[src/rtl/serial_receiver.sv]
// UART-style receiver: 2-flop rx synchronizer, mid-bit sampling, parity/framing checks.
// Each completed word is held on a valid/ack handshake; a newer word overwrites it and flags overrun.
module serial_receiver #(
  parameter int CLK_FREQ  = 50_000_000,
  parameter int BAUD_RATE = 115_200,
  parameter int PARITY    = 0,
  parameter int NUM_BITS  = 8,
  parameter int STOP_BITS = 1
) (
  input  logic                clk,
  input  logic                rst_n,
  input  logic                rx,
  output logic [NUM_BITS-1:0] data,
  output logic                valid,
  input  logic                ack,
  output logic                parity_err,
  output logic                frame_err,
  output logic                overrun
);

  localparam int NUM_CYCLES  = CLK_FREQ / BAUD_RATE - 1;
  localparam int HALF_CYCLES = NUM_CYCLES / 2;
  localparam int CW          = $clog2(NUM_CYCLES + 1);
  localparam int BW          = 4;

  typedef enum logic [2:0] {
    S_IDLE,
    S_START,
    S_DATA,
    S_PARITY,
    S_STOP
  } state_t;

  state_t              state_q, state_d;
  logic                rx_meta_q, rx_s_q;
  logic [CW-1:0]       cnt_q, cnt_d;
  logic [BW-1:0]       bit_cnt_q, bit_cnt_d;
  logic [NUM_BITS-1:0] shift_q, shift_d;
  logic                perr_q, perr_d;
  logic                ferr_q, ferr_d;
  logic                done;
  logic                bit_hit;
  logic                par_exp;

  logic [NUM_BITS-1:0] data_q;
  logic                valid_q, parity_err_q, frame_err_q, overrun_q;

  assign bit_hit = (cnt_q == CW'(NUM_CYCLES));

  always_comb begin
    case (PARITY)
      1:       par_exp = ~^shift_q;
      2:       par_exp = ^shift_q;
      3:       par_exp = 1'b1;
      default: par_exp = 1'b0;
    endcase
  end

  always_ff @(posedge clk) begin
    if (!rst_n) begin
      rx_meta_q <= 1'b1;
      rx_s_q    <= 1'b1;
      state_q   <= S_IDLE;
      cnt_q     <= '0;
      bit_cnt_q <= '0;
      shift_q   <= '0;
      perr_q    <= 1'b0;
      ferr_q    <= 1'b0;
    end else begin
      rx_meta_q <= rx;
      rx_s_q    <= rx_meta_q;
      state_q   <= state_d;
      cnt_q     <= cnt_d;
      bit_cnt_q <= bit_cnt_d;
      shift_q   <= shift_d;
      perr_q    <= perr_d;
      ferr_q    <= ferr_d;
    end
  end

  always_comb begin
    state_d   = state_q;
    cnt_d     = cnt_q;
    bit_cnt_d = bit_cnt_q;
    shift_d   = shift_q;
    perr_d    = perr_q;
    ferr_d    = ferr_q;
    done      = 1'b0;
    case (state_q)
      S_IDLE: begin
        cnt_d     = '0;
        bit_cnt_d = '0;
        if (!rx_s_q) begin
          state_d = S_START;
          perr_d  = 1'b0;
          ferr_d  = 1'b0;
        end
      end
      S_START: begin
        // A line back high at mid start bit was only a glitch.
        if (cnt_q == CW'(HALF_CYCLES)) begin
          cnt_d   = '0;
          state_d = rx_s_q ? S_IDLE : S_DATA;
        end else begin
          cnt_d = cnt_q + 1'b1;
        end
      end
      S_DATA: begin
        if (bit_hit) begin
          cnt_d   = '0;
          shift_d = {rx_s_q, shift_q[NUM_BITS-1:1]};
          if (bit_cnt_q == BW'(NUM_BITS - 1)) begin
            bit_cnt_d = '0;
            state_d   = (PARITY != 0) ? S_PARITY : S_STOP;
          end else begin
            bit_cnt_d = bit_cnt_q + 1'b1;
          end
        end else begin
          cnt_d = cnt_q + 1'b1;
        end
      end
      S_PARITY: begin
        if (bit_hit) begin
          cnt_d   = '0;
          perr_d  = (rx_s_q != par_exp);
          state_d = S_STOP;
        end else begin
          cnt_d = cnt_q + 1'b1;
        end
      end
      S_STOP: begin
        if (bit_hit) begin
          cnt_d = '0;
          if (!rx_s_q) ferr_d = 1'b1;
          // Leaving mid stop bit lets a back-to-back start edge be seen on time.
          if (bit_cnt_q == BW'(STOP_BITS - 1)) begin
            bit_cnt_d = '0;
            done      = 1'b1;
            state_d   = S_IDLE;
          end else begin
            bit_cnt_d = bit_cnt_q + 1'b1;
          end
        end else begin
          cnt_d = cnt_q + 1'b1;
        end
      end
      default: state_d = S_IDLE;
    endcase
  end

  always_ff @(posedge clk) begin
    if (!rst_n) begin
      data_q       <= '0;
      valid_q      <= 1'b0;
      parity_err_q <= 1'b0;
      frame_err_q  <= 1'b0;
      overrun_q    <= 1'b0;
    end else if (done) begin
      data_q       <= shift_q;
      parity_err_q <= perr_q;
      frame_err_q  <= ferr_d;
      valid_q      <= 1'b1;
      overrun_q    <= valid_q & ~ack;
    end else if (valid_q && ack) begin
      valid_q   <= 1'b0;
      overrun_q <= 1'b0;
    end
  end

  assign data       = data_q;
  assign valid      = valid_q;
  assign parity_err = parity_err_q;
  assign frame_err  = frame_err_q;
  assign overrun    = overrun_q;

endmodule
[config.mk]
export PLATFORM = sky130hd
export DESIGN_NAME = serial_receiver
export DESIGN_NICKNAME = d
export VERILOG_FILES = /design/src/rtl/serial_receiver.sv
export SDC_FILE = /design/constraint.sdc
export NUM_CORES = 1
export LEC_CHECK = 0
export CAP_MARGIN = 5
export CORE_AREA = 2 2 64 66
export DETAILED_ROUTE_END_ITERATION = 10
export DIE_AREA = 0 0 66 68
export PLACE_DENSITY = 0.79
export REMOVE_ABC_BUFFERS = 1
export SLEW_MARGIN = 30
export SYNTH_ARGS = -nofsm -noshare
export SYNTH_HDL_FRONTEND = slang
export SYNTH_SLANG_ARGS = --single-unit
[constraint.sdc]
create_clock -name clk -period 1.94 [get_ports clk]
set_clock_uncertainty 0.1 [all_clocks]
set_input_delay 0.194 -clock clk [delete_from_list [all_inputs] [get_ports clk]]
set_output_delay 0.194 -clock clk [all_outputs]
set_load 0.02 [all_outputs]
======== Word-level counts from Yosys, hierarchy flattened ========
Index checks and enable logic that the tools add are counted.
storage, ports and cells
  bits in registers ....................... 40
  input bits .............................. 4
  output and inout bits ................... 12
operators by class
  $add $sub $neg .......................... 2
  equal/unequal tests ..................... 14
  muxes and demuxes ....................... 30
  bitwise logic cells ..................... 2
  reductions and logical operators ........ 12
operators by type and width
  operator             number
  $pmux 9 s3           1
  $mux 3               7
  $mux 9               2
  $mux 4               4
  $pmux 3 s5           1
  $ne 2x2->1 const B   7
  $pmux 4 s3           1
  $mux 1               11
  $add 9x1->9 const B  1
  $eq 9x8->1 const B   1
  $eq 9x9->1 const B   1
  $reduce_and 7->1     1
  $eq 3x2->1 const B   2
  $reduce_and 3->1     2
  $reduce_bool 3->1    2
  $add 4x1->4 const B  1
  $eq 4x3->1 const B   1
  $logic_not 4->1      1
  $pmux 1 s2           2
  $reduce_bool 2->1    2
  $eq 3x1->1 const B   1
  $eq 3x3->1 const B   1
  $logic_not 3->1      1
  $reduce_or 3->1      1
  other kinds (5)      5

======== Logic depth before layout (Yosys ltp) ========
Gate-level depths: netlist (run 1).
  word-level depth ........................ 5
  mapped depth ............................ 8
  gate-level depth less buffers ........... 7

======== Worst setup path after synthesis (run 1) ========
No wires, ideal clock.
  path type ............................... flip-flop to flip-flop
  start point ............................. register bit_cnt_q[0]
  end point ............................... register state_q[1]
  arrival ................................. 1.695 ns
  required time ........................... 1.770 ns
  path slack .............................. 0.075 ns
  stages on the path, launching flop included .. 8
  path buffers ............................ 0
  clock period less this slack ............ 1.865 ns
  path through ............................ dfxtp_1 inv_1 ha_1 or3b_1 a32oi_1 o211ai_2 or3_1 a21oi_1
between the ends
  word-level cells in the longest chain between the ends .. 3
  elaborated cells on any way between the ends .. 5
ends and longest elaborated chain
  what                                                  line      text
  start, declared                                       37        logic [BW-1:0] bit_cnt_q, bit_cnt_d;
  start signal, assigned                                74        bit_cnt_q <= bit_cnt_d;
  $eq 4x3->1 / $logic_not 4->1 (equally long branches)  112, 136
  $ne 2x2->1 (no source line)                           -
  $reduce_and 7->1 (no source line) *                   -
  end signal, assigned                                  72        state_q <= state_d;
  end, declared                                         34        state_t state_q, state_d;
Mark *: on every way between the ends. The rest lies on a longest branch, timed or not.
A chain may end at the register's enable or synchronous reset.

==> results of run 1 <==
[sequential cells by signal, indices dropped and copies added (netlist names), 3 cells and up]
signal     flops
bit_cnt_q      4
cnt_q          9
data           8
shift_q        8
state_q        3
[worst max-delay path: cells and delay by family, from the launching register on]
family                     cells  cell delay, ps
and+or+nand+nor                1             390
DFF                            1             330
adders and majority gates      1             170
AOI/OAI and AO/OA              3             610
buffers and inverters          2             220
[synth_stat cells (2+ instances only)]
cell	number
xnor2_1	2
xor2_1	3
buf_2	5
nor2b_1	3
or3_1	3
nand4_1	4
nand3b_1	2
nor3_1	2
o21ai_1	5
nand4b_1	2
o21ai_0	3
nor2_1	25
nand2b_1	4
and4_1	2
a22oi_1	2
nand3_1	12
clkbuf_1	3
dfxtp_1	40
ha_1	5
a31oi_1	2
a21oi_1	14
a211oi_1	2
nand2_1	16
mux2i_1	12
or2_2	2
inv_1	7
nor3b_2	2
[layer usage]
layer / global-route usage / wire (um) / vias to the layer above
met1: 0.211 / 1650 / 722
met5: 0 / 0 / -
met2: 0.318 / 1940 / 49
met3: 0.0559 / 206 / 10
li1: - / - / 794
met4: 0.0918 / 86 / 0
[cell families after synthesis]
| group | count (synthesis) | synth area share |
|---|---|---|
| adders and majority gates | 5 | 0.0339 |
| and+or+nand+nor | 87 | 0.272 |
| xor gates and xnor gates | 5 | 0.0238 |
| muxes | 13 | 0.0713 |
| buffers and inverters | 16 | 0.0380 |
| DFF | 40 | 0.434 |
| AOI/OAI and AO/OA | 37 | 0.126 |
[timing repair]
item                                    CTS  global route
resized for setup                         1            13
setup buffers                             1             0
pin swaps                                 1             3
hold endpoints to repair                  0             0
endpoints found under the setup margin    1            11
[report_power, final]
group | internal, mW | switching, mW
combinational | 0.0902 | 0.104
sequential | 0.832 | 0.0122
clock | 0.420 | 0.296
total | 1.34 | 0.413
[through the flow]
| stage | setup TNS (ps) | power (mW) | setup slack, ps | hold slack [ps] |
|---|---|---|---|---|
| after floorplan | -5320 | 0.954 | -501 | 167 |
| after global placement | 0 | 1.03 | 60.5 | 290 |
| after detailed placement | 0 | 1.04 | 20.1 | 297 |
| after CTS | 0 | 1.76 | 1.36 | 317 |
| after global routing | -145 | 1.82 | -41.0 | 323 |
| final | 0 | 1.76 | 8.21 | 309 |
[final cells by class]
type                            count  area (sq um)
Tap cell                           50          62.6
Multi-Input combinational cell    147          1010
Sequential cell                    40           803
Inverter                            7          26.3
Clock inverter                      2          38.8
Fill cell                         342          1500
Timing Repair Buffer               38           335
Clock buffer                        6          82.6
[worst max-delay path by stage]
stage / from / slack (ps) / endpoint / cells past startpoint
floorplan: cnt_q[0] / -500 / frame_err / 6
global placement: bit_cnt_q[1] / 60 / state_q[1] / 7
detailed placement: bit_cnt_q[1] / 20 / state_q[1] / 7
CTS: bit_cnt_q[1] / 1 / state_q[1] / 7
global route: bit_cnt_q[1] / -40 / state_q[1] / 7
finish: bit_cnt_q[1] / 8 / ferr_q / 7
==> impl_metrics.ini, run 1 <==
[worst_setup_path]
reg2reg_depth = 7
worstReg2RegEnd = ferr_q
slowest_delay_ps = 390
rrSetupSlack_ps = 8
criticalPathCategory = flop to flop
crit_path_end_kind = flop
path_cells = inv_2, ha_2, or3b_4, a32oi_2, o211ai_2, buf_4, o311a_1
cp-start-kind = flop
crit_fanout = 4
required_ps = 2030
slowest_stage = or3b_4
cp_data_arrival_time_ps = 2020
timing.rr.start = bit_cnt_q[1]

[synth]
yosysSeqAreaShare = 0.434
synth_cells = 203
syn_area_sq_um = 1840
yosysWarnings = 0
async_reset_ff_frac = 0
synth_edf_count = 0
ys_ff_latch = 40
avgSynthCellArea_sq_um = 9.08
yosysUniqueCellTypes = 46
ys_top_cells_by_area = dfxtp_1 (43%), mux2i_1 (6.5%), nor2_1 (5.1%)
yosysTopAreaCellShare = 0.434
synth-main-ff-cell = dfxtp_1
synth_top_area_cell = dfxtp_1

[cells_and_area]
final_common_cell = dfxtp_1
layout.cells.non_filler = 290
final_cell_mix = dfxtp_1 (38), nor2_1 (25), buf_4 (22), nand2_1 (15), clkdlybuf4s50_1 (15)
area_delta_synth_final_pct = 28.0
final_layout_size_suffix_gt1_frac = 0.229
fin_area_sq_um = 2360
post-route-util = 0.612
diodes = 0
nets = 248

[placed_design]
hpwl_um = 2520
gp_congestion = 0.808
placed_cell_area_sq_um = 2190
io_buffers = 15
dp.cells = 281

[routing]
vias = 1575
routed_wl_um = 3880
first_pass_iters = 4
drt_iter0_drc = 104
drc = 0
routedWlPerCell_um = 13.4
viasPerCell = 5.43
final_antenna_net_count = 0

[die]
die_h_um = 68
core_area_sq_um = 3860
die_area_sq_um = 4490
floorplan.initialDensity = 0.478
rows = 23
die-width_um = 66
ioPinCount = 16

[power_and_ir_drop]
p_per_area_nw_per_um2 = 744
vdd_ir_drop_max_mv = 0.336
p_leak_nw = 0.951

[global_route]
antenna_found_initial = 0
grt-ovfl-total = 0
grt_max_degree = 19
grt_usage = 0.186
grt_pass1_wl_um = 6320
first_global_vias = 1466

[job]
maxCapViolCount = 0

[sta]
max_freq_mhz = 518
setup_viol = 0
min_period_ps = 1930
report.final.slew_viol_count = 0
tightest_slew_ps = 553
finalHoldViolCount = 0
slew_headroom = 0.631
fin_crit_sh = 0.996

[clock_network]
cts_htree_levels = 2
cts_buffer_depth = 2
cts_hold_buf = 0
clk_latency_ps = 300
cts_root_buf = clkbuf_8
cts_sinks = 40
numCtsBuffers = 5
clkTransAtPathRegs_ps = 70
tritoncts = built

[status]
status = completed

[hold_path]
min-delay-start = rx_meta_q
hold-path-endpoint = rx_s_q
hp-class = flop to flop
whs_path_depth = 1
Power figures use the tool's default switching activity.
==> run 2: changes to the inputs <==
--- a/config.mk
+++ b/config.mk
@@ -11,7 +11,7 @@
 export DIE_AREA = 0 0 66 68
 export PLACE_DENSITY = 0.79
 export REMOVE_ABC_BUFFERS = 1
-export SLEW_MARGIN = 30
+export SKIP_LAST_GASP = 1
 export SYNTH_ARGS = -nofsm -noshare
 export SYNTH_HDL_FRONTEND = slang
 export SYNTH_SLANG_ARGS = --single-unit
==> run 2 against run 1 <==
  * Sequential share of layout area about the same
  * Sequential power about the same
  * Flip-flop and latch count unchanged
  * Non-clock buffer count unchanged
  * First-iteration DRC count down 13%
  * Maximum frequency up 0.27%
  * Hold slack about the same
  * Via count down 0.70%
  * Clock-buffer cell count unchanged
  * Design area down 0.21%
==> impl_metrics.ini, run 2 (synthesis results as in run 1) <==
[clock_network]
clkTransAtPathRegs_ps = 80
cts_root_buf = clkbuf_8
cts_hold_buf = 0
numCtsBuffers = 5
tritoncts = built
cts_sinks = 40
cts_htree_levels = 2
clk_latency_ps = 300
cts_buffer_depth = 2

[sta]
setup_viol = 0
rsz0062_at_grt = true
report.final.slew_viol_count = 0
finalWorstSetupSlack_ps = 13.4
slew_headroom = 0.634
tightest_slew_ps = 549
fin_crit_sh = 0.993
max_freq_mhz = 519
finalHoldViolCount = 0
min_period_ps = 1930

[power_and_ir_drop]
vdd_ir_drop_max_mv = 0.336
pwr-share-comb = 0.111
p_leak_nw = 0.949
pwr-share-seq = 0.481
swShare = 0.235
p_switching_uw = 413
p_per_area_nw_per_um2 = 745
power.share.clock = 0.408
p_int_mw = 1.34

[global_route]
grt-ovfl-total = 0
first_global_vias = 1466
grt_usage = 0.186
grt_max_degree = 19
antenna_found_initial = 0
grt_pass1_wl_um = 6320

[worst_setup_path]
worstReg2RegEnd = state_q[1]
rrSetupSlack_ps = 10
crit_fanout = 4
crit_path_end_kind = flop
cp-start-kind = flop
cp_data_arrival_time_ps = 2060
criticalPathCategory = flop to flop
timing.rr.start = bit_cnt_q[1]
required_ps = 2070
reg2reg_depth = 7

[placed_design]
hpwl_um = 2520
gp_congestion = 0.808
pre_cts_ws_ps = 20.1
io_buffers = 15

[routing]
routedWlPerCell_um = 13.3
final_antenna_net_count = 0
wl_met1_um = 1650
first_pass_iters = 4
met3WireLength_um = 160
met2_length_um = 1960
drc = 0
viasPerCell = 5.39
routed_wl_um = 3850
drt_iter0_drc = 90
topRoutingLayerUsed = met4
vias = 1564

[cells_and_area]
final_common_cell = dfxtp_1
regMostFlops = cnt_q
final_cell_mix = dfxtp_1 (39), nor2_1 (25), buf_4 (22), nand2_1 (15), clkdlybuf4s50_1 (15)
largest_register_ffs = 9
nets = 248
post-route-util = 0.610
final_layout_size_suffix_gt1_frac = 0.221
area_delta_synth_final_pct = 27.7
diodes = 0

[hold_path]
hp-class = flop to flop
whs_path_depth = 1
min-delay-start = rx_meta_q
hold-path-endpoint = rx_s_q

[die]
die_h_um = 68
die-width_um = 66
ioPinCount = 16
die_area_sq_um = 4490
rows = 23
core_area_sq_um = 3860
floorplan.initialDensity = 0.478

[status]
status = completed

[job]
maxCapViolCount = 0
[run 2: cell counts in the layout (fill, tap and decap cells not counted)]
Identical to the previous run, type by type.
[run 2: how the worst max path moves through the flow]
stage / end / cells past startpoint / startpoint
after floorplan: frame_err / 6 / cnt_q[0]
after global placement: state_q[1] / 7 / bit_cnt_q[1]
after detailed placement: state_q[1] / 7 / bit_cnt_q[1]
after CTS: state_q[1] / 7 / bit_cnt_q[1]
after global routing: bit_cnt_q[3] / 6 / cnt_q[0]
final: state_q[1] / 7 / bit_cnt_q[1]
[run 2: final cells by class]
type	count	area, sq um
repair buffers	38	335
multi-input cells	147	1010
clock inverters	2	38.8
well taps	50	62.6
flip-flops and latches	40	802
fillers	340	1500
inverters	7	26.3
clock buffers	6	82.6
[run 2: power by group through the flow]
stage | logic, mW | registers [mW] | clock network (mW)
after detailed placement | 0.174 | 0.863 | 0
after CTS | 0.183 | 0.843 | 0.735
after global placement | 0.172 | 0.862 | 0
final | 0.195 | 0.843 | 0.717
after floorplan | 0.0858 | 0.868 | 0
after global routing | 0.208 | 0.845 | 0.766
[run 2: worst max-delay path: stages, from the launching register on]
cell	delay (ps)
dfxtp_2	330
inv_2	50
ha_2	160
or3b_4	390
a32oi_2	180
o211ai_2	150
or3_4	360
a21oi_2	130
[run 2: timing repair]
item,4_1_cts,5_1_grt
gates resized for setup,1,11
buffers inserted,1,0
endpoints found under the setup margin,1,11
endpoints found under the hold margin,0,0
pin swaps,1,3
[run 2: per-layer routing]
layer / global-route usage / vias up
li1: - / 789
met1: 0.211 / 732
met2: 0.318 / 35
met3: 0.0559 / 8
met4: 0.0918 / 0
met5: 0 / -
[run 2: stage by stage]
stage	setup TNS (ps)	total power, mW	std cells	hold slack, ps	area [sq um]
after global routing	-181	1.82	290	323	2350
after CTS	0	1.76	290	317	2320
final	0	1.75	290	309	2350
after global placement	0	1.03	281	290	2190
after detailed placement	0	1.04	281	297	2190
after floorplan	-5320	0.954	194	167	1800
